## src/rtl/trdb_pkg.sv

```systemverilog
// trdb_pkg: shared types and constants for the trace debugger
package trdb_pkg;
  localparam int XLEN = 32;
  localparam int TRDB_MAX_RANGES = 8;
  typedef enum logic [1:0] {WINDOW, START, STOP, RSVD} range_mode_e;
  typedef enum logic [1:0] {IDLE, WAIT_START, TRACING} trig_state_e;
endpackage

```

## src/rtl/trdb_range_cmp.sv

```systemverilog
// trdb_range_cmp: one address range comparator with a saturating hit counter
module trdb_range_cmp #(
  parameter int XLEN = trdb_pkg::XLEN,
  parameter int CNTW = 16
) (
  input  logic                    clk_i,
  input  logic                    rst_ni,
  input  logic                    clear_i,
  input  logic                    ivalid_i,
  input  logic                    en_i,
  input  trdb_pkg::range_mode_e   mode_i,
  input  logic [XLEN-1:0]         addr_i,
  input  logic [XLEN-1:0]         lower_i,
  input  logic [XLEN-1:0]         higher_i,
  output logic                    hit_o,
  output logic [CNTW-1:0]         cnt_o
);
  import trdb_pkg::*;
  logic [CNTW-1:0] cnt_q, cnt_d;
  assign hit_o = en_i && (mode_i != RSVD) && (addr_i >= lower_i) && (addr_i < higher_i);
  always_comb begin
    cnt_d = clear_i ? '0 : (ivalid_i && hit_o && !(&cnt_q)) ? cnt_q + 1'b1 : cnt_q;
  end
  always_ff @(posedge clk_i or negedge rst_ni) begin
    if (!rst_ni) cnt_q <= '0;
    else         cnt_q <= cnt_d;
  end
  assign cnt_o = cnt_q;
endmodule

```

## src/rtl/trdb_range_filter.sv

```systemverilog
// trdb_range_filter: range/privilege/trigger trace qualification with one cycle latency
module trdb_range_filter #(
  parameter int NRANGES = 4,
  parameter int XLEN    = trdb_pkg::XLEN,
  parameter int CNTW    = 16
) (
  input  logic                              clk_i,
  input  logic                              rst_ni,
  input  logic                              trace_activated_i,
  input  logic                              apply_filters_i,
  input  logic                              clear_i,
  input  logic                              ivalid_i,
  input  logic [XLEN-1:0]                   iaddr_i,
  input  logic [1:0]                        priv_i,
  input  logic                              trace_selected_priv_i,
  input  logic [1:0]                        which_priv_i,
  input  logic [NRANGES-1:0]                range_en_i,
  input  logic [NRANGES-1:0][1:0]           range_mode_i,
  input  logic [NRANGES-1:0][XLEN-1:0]      range_lower_i,
  input  logic [NRANGES-1:0][XLEN-1:0]      range_higher_i,
  output logic                              ivalid_o,
  output logic [XLEN-1:0]                   iaddr_o,
  output logic                              trace_qualified_o,
  output logic [1:0]                        trig_state_o,
  output logic [NRANGES-1:0][CNTW-1:0]      range_hits_o
);
  import trdb_pkg::*;
  logic [NRANGES-1:0] hit, win_en, win_hit, start_en, start_m, stop_m;
  logic win_ok, priv_ok, start_hit, stop_hit, any_start_en, trig_ok, q;
  trig_state_e state_q, state_d;
  logic ivalid_q, qual_q;
  logic [XLEN-1:0] iaddr_q;
  for (genvar k = 0; k < NRANGES; k++) begin : g_rng
    trdb_range_cmp #(.XLEN(XLEN), .CNTW(CNTW)) u_cmp (
      .clk_i    (clk_i),
      .rst_ni   (rst_ni),
      .clear_i  (clear_i),
      .ivalid_i (ivalid_i),
      .en_i     (range_en_i[k]),
      .mode_i   (range_mode_e'(range_mode_i[k])),
      .addr_i   (iaddr_i),
      .lower_i  (range_lower_i[k]),
      .higher_i (range_higher_i[k]),
      .hit_o    (hit[k]),
      .cnt_o    (range_hits_o[k])
    );
    assign win_en[k]   = range_en_i[k] && (range_mode_i[k] == WINDOW);
    assign start_en[k] = range_en_i[k] && (range_mode_i[k] == START);
    assign win_hit[k]  = hit[k] && (range_mode_i[k] == WINDOW);
    assign start_m[k]  = hit[k] && (range_mode_i[k] == START);
    assign stop_m[k]   = hit[k] && (range_mode_i[k] == STOP);
  end
  assign win_ok       = ~|win_en || |win_hit;
  assign priv_ok      = !trace_selected_priv_i || (priv_i == which_priv_i);
  assign start_hit    = ivalid_i && |start_m;
  assign stop_hit     = ivalid_i && |stop_m;
  assign any_start_en = |start_en;
  assign trig_ok      = (state_q == TRACING) || ((state_q == WAIT_START) && start_hit);
  assign q            = apply_filters_i ? (trace_activated_i && win_ok && priv_ok && trig_ok) : trace_activated_i;
  always_comb begin
    state_d = state_q;
    case (state_q)
      IDLE:       state_d = any_start_en ? WAIT_START : TRACING;
      WAIT_START: state_d = (start_hit && !stop_hit) ? TRACING : WAIT_START;
      TRACING:    state_d = (stop_hit && any_start_en) ? WAIT_START : TRACING;
      default:    state_d = IDLE;
    endcase
    if (!trace_activated_i || clear_i) state_d = IDLE;
  end
  always_ff @(posedge clk_i or negedge rst_ni) begin
    if (!rst_ni) begin
      state_q  <= IDLE;
      ivalid_q <= 1'b0;
      iaddr_q  <= '0;
      qual_q   <= 1'b0;
    end else begin
      state_q  <= state_d;
      ivalid_q <= ivalid_i;
      iaddr_q  <= iaddr_i;
      qual_q   <= q && ivalid_i;
    end
  end
  assign ivalid_o          = ivalid_q;
  assign iaddr_o           = iaddr_q;
  assign trace_qualified_o = qual_q;
  assign trig_state_o      = state_q;
endmodule

```

## config.mk

```make
export PLATFORM = sky130hd
export DESIGN_NAME = trdb_range_filter
export DESIGN_NICKNAME = d
export VERILOG_FILES = /design/src/rtl/trdb_pkg.sv /design/src/rtl/trdb_range_cmp.sv /design/src/rtl/trdb_range_filter.sv
export SDC_FILE = /design/constraint.sdc
export NUM_CORES = 1
export LEC_CHECK = 0
export ABC_CLOCK_PERIOD_IN_PS = 7300
export CAP_MARGIN = 10
export CELL_PAD_IN_SITES_DETAIL_PLACEMENT = 1
export CELL_PAD_IN_SITES_GLOBAL_PLACEMENT = 1
export CORE_AREA = 5 5 182 184
export CTS_CLUSTER_SIZE = 30
export DETAILED_ROUTE_END_ITERATION = 12
export DIE_AREA = 0 0 187 189
export PLACE_DENSITY_LB_ADDON = 0.1
export REMOVE_ABC_BUFFERS = 1
export SLEW_MARGIN = 20
export SYNTH_ARGS = -nofsm -noshare
export SYNTH_HDL_FRONTEND = slang
export SYNTH_SLANG_ARGS = --single-unit
```

## constraint.sdc

```tcl
create_clock -name clk_i -period 7.3 [get_ports clk_i]
set_clock_uncertainty 0.15 [all_clocks]
set_input_delay 0.73 -clock clk_i [delete_from_list [all_inputs] [get_ports clk_i]]
set_output_delay 0.73 -clock clk_i [all_outputs]
set_load 0.1 [all_outputs]
```

==> run summary, run 1 <==
CP Max Fanout: 13
Clk network pwr share: 0.290
CP bufs+invs: 1
Max Buffers Root-to-Sink: 2
Detailed Routing Iterations Pass 1: 4
Flop pwr share: 0.323
Reg clk slew, reported paths: 0.09 ns
Max_cap viols: 0
Post-Layout Cell Count: 2,149
WS Path Type: primary input to register
CTS tree: yes
Total track usage: 0.239
Final WL: 43.3 mm
HPWL Detailed: 36.7 mm
Static Leak: 7.65 nW
Startpoint type of the worst setup path: primary input
CP arrival: 5.40 ns
Clk_lat worst skew: 0.39 ns
Fin crit period: 5.25 ns
Max Slew Vio Count: 0
Crit-path cells: clkdlybuf4s50_1 -> ha_1 -> nand4_1 -> nor2_1 -> a2111oi_0 -> o311ai_0 -> a221oi_1 -> nand3_1 -> or3_1 -> or4_1 -> a21oi_1
Clk sinks: 100
Worst VDD drop: 0.000109 V
Worst-Margin Slew: 1.05 ns
# fillers: 3,756
TritonCTS Buffers: 9
Largest net degree at the start of global routing: 76
Detailed-route wire length per cell: 20.1 µm
GPL Wtd Cong: 0.872
Commonest non-fill, non-tap cells in the layout: 408 x clkdlybuf4s50_1, 268 x inv_1, 256 x ha_1, 100 x dfrtp_1, 94 x nor2_1
Syn Area/Cell: 8.17 µm²
First-pass GRT wire length: 66.5 mm
Final worst path period share: 0.720
Logic pwr share: 0.387
NetSw: 0.646 mW
CTS Hold Bufs: 0
Synth warn: 0
GRT overflow: 0
Post-synth ARST share: 1.00
# IOs: 411
Critical path endpoint category: register
Switch share: 0.365
Die area: 0.0353 mm²
R2R depth: 9
Final Hold Fails: 0
RSZ-0062 raised after global routing: no
Initial DRC Count: 353
Required time of the critical path: 7.45 ns
Post_cts resized: 0
Post-synthesis cell type count: 60
Number of global-route vias before repair: 12,300
Number of flops mapped to enable cells by yosys: 0
Relative max-transition margin: 0.297
Vias: 11,200
P_int: 1.12 mW
Die Wd: 187 µm
Gate Count Post-Synth: 1,319
Worst hold-check path type: primary input to async pin
Slowest cell delay on critical path: 0.84 ns
DRC viols: 0
Initial antenna violation count: 22
Root buffer cell: clkbuf_16
Die Height: 189 µm
Area growth from synthesis to layout: 45.7%
Row count: 65
Vias per cell: 5.22
Fmax: 190 MHz
Final nets: 2,296
Primary FF master, synth: dfrtp_1
Setup_tns: 0 ns
Layout cells sized above 1: 0.0260
Initial cell density of the core: 0.345
Outcome: complete, no violations
H-tree depth: 3
Critical path depth: 11
ANT nets after route: 0
Post-synthesis sequential area ratio: 0.232
Endpoints failing setup: 0
Buffers on Ports: 410
Core Box Area: 0.0312 mm²
Total placed cells including tap cells: 2,119
Synthesis-stage register bit count: 100
Setup bufs post-CTS: 0
PwrDens: 113 mW/mm²
Mapped cell area: 0.0108 mm²
Commonest non-fill, non-tap cell in the layout: clkdlybuf4s50_1
CP max-delay cell: clkdlybuf4s50_1
Crit-path leading delay family: simple AND/OR/NAND/NOR gates
-- metrics by stage --
| stage | total power, mW | util | setup WS [ns] | hold WS (ns) | cell area (µm²) |
|---|---|---|---|---|---|
| 3_3_place_gp | 1.24 | 0.491 | 1.67 | 0.399 | 15300 |
| 3_5_place_dp | 1.27 | 0.491 | 1.65 | 0.418 | 15300 |
| 6_report | 1.77 | 0.502 | 2.05 | 0.126 | 15700 |
| 2_1_floorplan | 0.918 | - | 3.69 | 0.284 | 10700 |
| 4_1_cts | 1.79 | 0.500 | 2.05 | 0.121 | 15600 |
| 5_1_grt | 1.88 | 0.502 | 1.87 | 0.144 | 15700 |
-- kinds of logic after synthesis --
group / share of synthesized area
and+or+nand+nor: 0.188
xor gates and xnor gates: 0.0366
adders and majority gates: 0.297
DFF: 0.232
AOI/OAI and AO/OA: 0.135
buffers and inverters: 0.0987
muxes: 0.0112
-- power groups by stage --
stage	combinational, mW	sequential, mW	clock, mW
floorplan	0.250	0.668	0
global placement	0.660	0.583	0
detailed placement	0.685	0.583	0
CTS	0.689	0.572	0.529
global route	0.758	0.573	0.550
finish	0.684	0.572	0.513
-- worst register-to-register path, cell delays in order, from the launching register on --
cell     delay (ns)
dfrtp_1        0.46
and4_1         0.27
and3_1         0.23
and3_1         0.24
and4_1         0.25
nand3_1        0.09
nand2_1        0.16
nor3_2         0.54
and3_1         0.25
mux2_2         0.33
-- layout make-up --
cell class	count	area (µm²)	area share
Tap cell	402	503	0.0321
Inverter	268	1010	0.0641
Clock inverter	6	52.6	0.00335
Clock buffer	10	239	0.0152
Timing Repair Buffer	414	4150	0.264
Multi-Input combinational cell	936	7210	0.459
Antenna cell	13	32.5	0.00207
Sequential cell	100	2500	0.159
-- final timing paths --
kind,start,endpoint,slack (ns)
max,iaddr_i[29],g_rng[0].u_cmp.cnt_o[15],2.05
min,rst_ni,g_rng[3].u_cmp.cnt_o[9],0.13
max reg2reg,g_rng[1].u_cmp.cnt_o[3],g_rng[1].u_cmp.cnt_o[15],4.22
min reg2reg,g_rng[1].u_cmp.cnt_o[6],g_rng[1].u_cmp.cnt_o[6],0.43
max in group asynchronous,rst_ni,iaddr_o[24],5.84
min in group clk_i,g_rng[1].u_cmp.cnt_o[6],g_rng[1].u_cmp.cnt_o[6],0.43
-- flip-flops by register name, indices dropped and copies added (netlist names) --
register,flops
g_rng.u_cmp.cnt_o,64
trig_state_o,2
iaddr_o,32
trace_qualified_o,1
ivalid_o,1
-- synth_stat cells, types with 3 or more instances --
cell	n	area, µm²
o2111ai_1	4	35.0
o31ai_1	4	30.0
dfrtp_1	100	2500
nor3b_1	4	30.0
a2111oi_0	4	35.0
xor2_1	14	123
mux2i_1	3	30.0
xnor2_1	31	272
nand2b_1	9	56.3
a21o_1	15	113
buf_1	3	11.3
o21ai_0	39	195
o211ai_1	4	30.0
and4_1	13	114
or2_2	4	25.0
a31oi_1	7	43.8
nor3_2	3	30.0
o32ai_1	4	35.0
nand2_1	92	345
nor3_1	20	100
nor4_1	14	87.6
ha_1	256	3200
and3_1	16	100
or4_1	5	37.5
a21oi_1	89	445
mux2_2	8	90.1
nor2_1	94	353
a211o_1	8	70.1
or3_1	10	62.6
nand3_1	41	205
nor2b_1	18	113
o311ai_0	8	70.1
nand3b_1	5	37.5
inv_1	268	1010
clkbuf_1	11	41.3
a221oi_1	14	123
nand4_1	40	250
a211oi_1	11	82.6
-- routing by layer --
metal / routed length [µm] / share of wire / track usage
met5: 157 / 0.0036 / 0
met4: 1610 / 0.037 / 0.0976
met3: 2370 / 0.055 / 0.0629
met2: 21300 / 0.49 / 0.423
met1: 17800 / 0.41 / 0.276
No activity file was read; power rests on OpenSTA's default activity.
==> run 2: changes to the inputs <==
--- a/config.mk
+++ b/config.mk
@@ -5,14 +5,14 @@
 export SDC_FILE = /design/constraint.sdc
 export NUM_CORES = 1
 export LEC_CHECK = 0
-export ABC_CLOCK_PERIOD_IN_PS = 7300
+export ABC_CLOCK_PERIOD_IN_PS = 4900
 export CAP_MARGIN = 10
 export CELL_PAD_IN_SITES_DETAIL_PLACEMENT = 1
 export CELL_PAD_IN_SITES_GLOBAL_PLACEMENT = 1
-export CORE_AREA = 5 5 182 184
+export CORE_AREA = 5 5 187 189
 export CTS_CLUSTER_SIZE = 30
 export DETAILED_ROUTE_END_ITERATION = 12
-export DIE_AREA = 0 0 187 189
+export DIE_AREA = 0 0 192 194
 export PLACE_DENSITY_LB_ADDON = 0.1
 export REMOVE_ABC_BUFFERS = 1
 export SLEW_MARGIN = 20
==> constraint.sdc (replaced) <==
create_clock -name clk_i -period 4.9 [get_ports clk_i]
set_clock_uncertainty 0.15 [all_clocks]
set_input_delay 0.49 -clock clk_i [delete_from_list [all_inputs] [get_ports clk_i]]
set_output_delay 0.49 -clock clk_i [all_outputs]
set_load 0.1 [all_outputs]
==> run summary, run 2 (synthesized netlist as in run 1, its figures left out) <==
Outcome: complete, no violations
Critical path endpoint category: register
Switch share: 0.357
Row count: 67
Max FFs per register: 64
Die Wd: 192 µm
Final WL: 44.1 mm
Setup_tns: 0 ns
Die area: 0.0372 mm²
Commonest non-fill, non-tap cells in the layout: 408 x clkdlybuf4s50_1, 268 x inv_1, 256 x ha_1, 100 x dfrtp_1, 94 x nor2_1
Endpoints failing setup: 0
Relative max-transition margin: 0.266
Crit-path leading delay family: simple AND/OR/NAND/NOR gates
PwrDens: 168 mW/mm²
Clk network pwr share: 0.293
ANT nets after route: 0
Number of global-route vias before repair: 12,000
Clk sinks: 100
Worst hold-check path type: primary input to async pin
Detailed Routing Iterations Pass 1: 4
Startpoint type of the worst setup path: primary input
CP max-delay cell: or4b_1
RSZ-0062 raised after global routing: no
Worst-Margin Slew: 1.09 ns
Reg clk slew, reported paths: 0.08 ns
CTS Hold Bufs: 0
Worst VDD drop: 0.000156 V
Slowest cell delay on critical path: 0.74 ns
Final nets: 2,329
Fmax: 245 MHz
Most common cell on crit path: or4_1
Final worst path period share: 0.833
Layout cells sized above 1: 0.0436
Footprint of the multi-input gates: 0.00720 mm²
GRT overflow: 0
Crit path launch: iaddr_i[15]
Die Height: 194 µm
Max Slew Vio Count: 0
Total track usage: 0.231
CTS tree: yes
Initial antenna violation count: 19
Final Hold Fails: 0
NetSw: 0.956 mW
CP arrival: 4.24 ns
Required time of the critical path: 5.05 ns
Vias: 11,200
Final Total Pwr: 2.68 mW
CP bufs+invs: 1
Max Buffers Root-to-Sink: 2
First-pass GRT wire length: 66.9 mm
Post_cts resized: 0
Area growth from synthesis to layout: 48.5%
Crit-path cells: clkdlybuf4s50_1 -> ha_1 -> nand4_1 -> or4_1 -> or4_1 -> nand3_1 -> a2111oi_2 -> or4b_1 -> or3_1 -> a21oi_1
Fin crit period: 4.08 ns
P_int: 1.73 mW
Hold Worst Slack: 0.0607 ns
Clk_lat worst skew: 0.38 ns
Detailed-route wire length per cell: 19.8 µm
Buffers on Ports: 410
Vias per cell: 5.02
Max_cap viols: 0
Total placed cells including tap cells: 2,199
# IOs: 411
Flop pwr share: 0.318
WS Path Type: primary input to register
Register area: 0.00250 mm²
Initial DRC Count: 335
Initial cell density of the core: 0.325
Setup bufs post-CTS: 0
# fillers: 3,932
Logic pwr share: 0.389
DRC viols: 0
Largest net degree at the start of global routing: 66
TritonCTS Buffers: 9
Post-Layout Cell Count: 2,229
HPWL Detailed: 37.9 mm
Core Box Area: 0.0331 mm²
H-tree depth: 3
CP Max Fanout: 8
Root buffer cell: clkbuf_16
GPL Wtd Cong: 0.842
Commonest non-fill, non-tap cell in the layout: clkdlybuf4s50_1
Static Leak: 7.81 nW
Beginning of the worst register-to-register path: g_rng[0].u_cmp.cnt_o[6]
[run 2: stage by stage]
step,cell area [µm²],util,setup slack [ns]
floorplan,10700,-,1.53
global placement,15600,0.473,0.454
detailed placement,15600,0.473,0.264
CTS,16000,0.482,0.667
global route,16000,0.483,0.481
finish,16000,0.483,0.817
[run 2: cell type report]
| class | count | area share |
|---|---|---|
| repair buffers | 447 | 0.274 |
| flip-flops and latches | 100 | 0.157 |
| multi-input cells | 936 | 0.451 |
| clock inverters | 7 | 0.00509 |
| diodes | 14 | 0.00219 |
| well taps | 448 | 0.0351 |
| clock buffers | 9 | 0.0141 |
| inverters | 268 | 0.0629 |
[run 2: routing by layer]
metal | track usage | vias to the layer above | share of wire
li1 | - | 5492 | -
met1 | 0.285 | 5381 | 0.43
met2 | 0.402 | 255 | 0.49
met3 | 0.0481 | 54 | 0.053
met4 | 0.0687 | 14 | 0.022
met5 | 0 | - | 0.0020
[run 2: final timing paths]
path | to | slack (ns) | depth (start not counted)
worst max-delay path | g_rng[3].u_cmp.cnt_o[14] | 0.82 | 10
worst min-delay path | g_rng[2].u_cmp.cnt_o[6] | 0.06 | 1
worst max register to register | g_rng[0].u_cmp.cnt_o[8] | 1.88 | 7
worst min register to register | g_rng[3].u_cmp.cnt_o[11] | 0.42 | 2
max in group asynchronous | g_rng[3].u_cmp.cnt_o[7] | 3.44 | 2
min in group clk_i | g_rng[3].u_cmp.cnt_o[11] | 0.42 | 2
[run 2: power by group through the flow]
stage	logic (mW)	clock network [mW]	registers (mW)
after floorplan	0.372	0	0.995
after global placement	1.01	0	0.868
after detailed placement	1.05	0	0.868
after CTS	1.05	0.821	0.852
after global routing	1.16	0.848	0.854
final	1.04	0.787	0.852
[run 2: worst reg2reg max path: stages, from the launching register on]
cell	delay (ns)
dfrtp_1	0.42
and3_1	0.22
and3_1	0.24
nand4_1	0.19
o31ai_1	0.96
nor3_1	0.19
and3_1	0.26
mux2_2	0.27
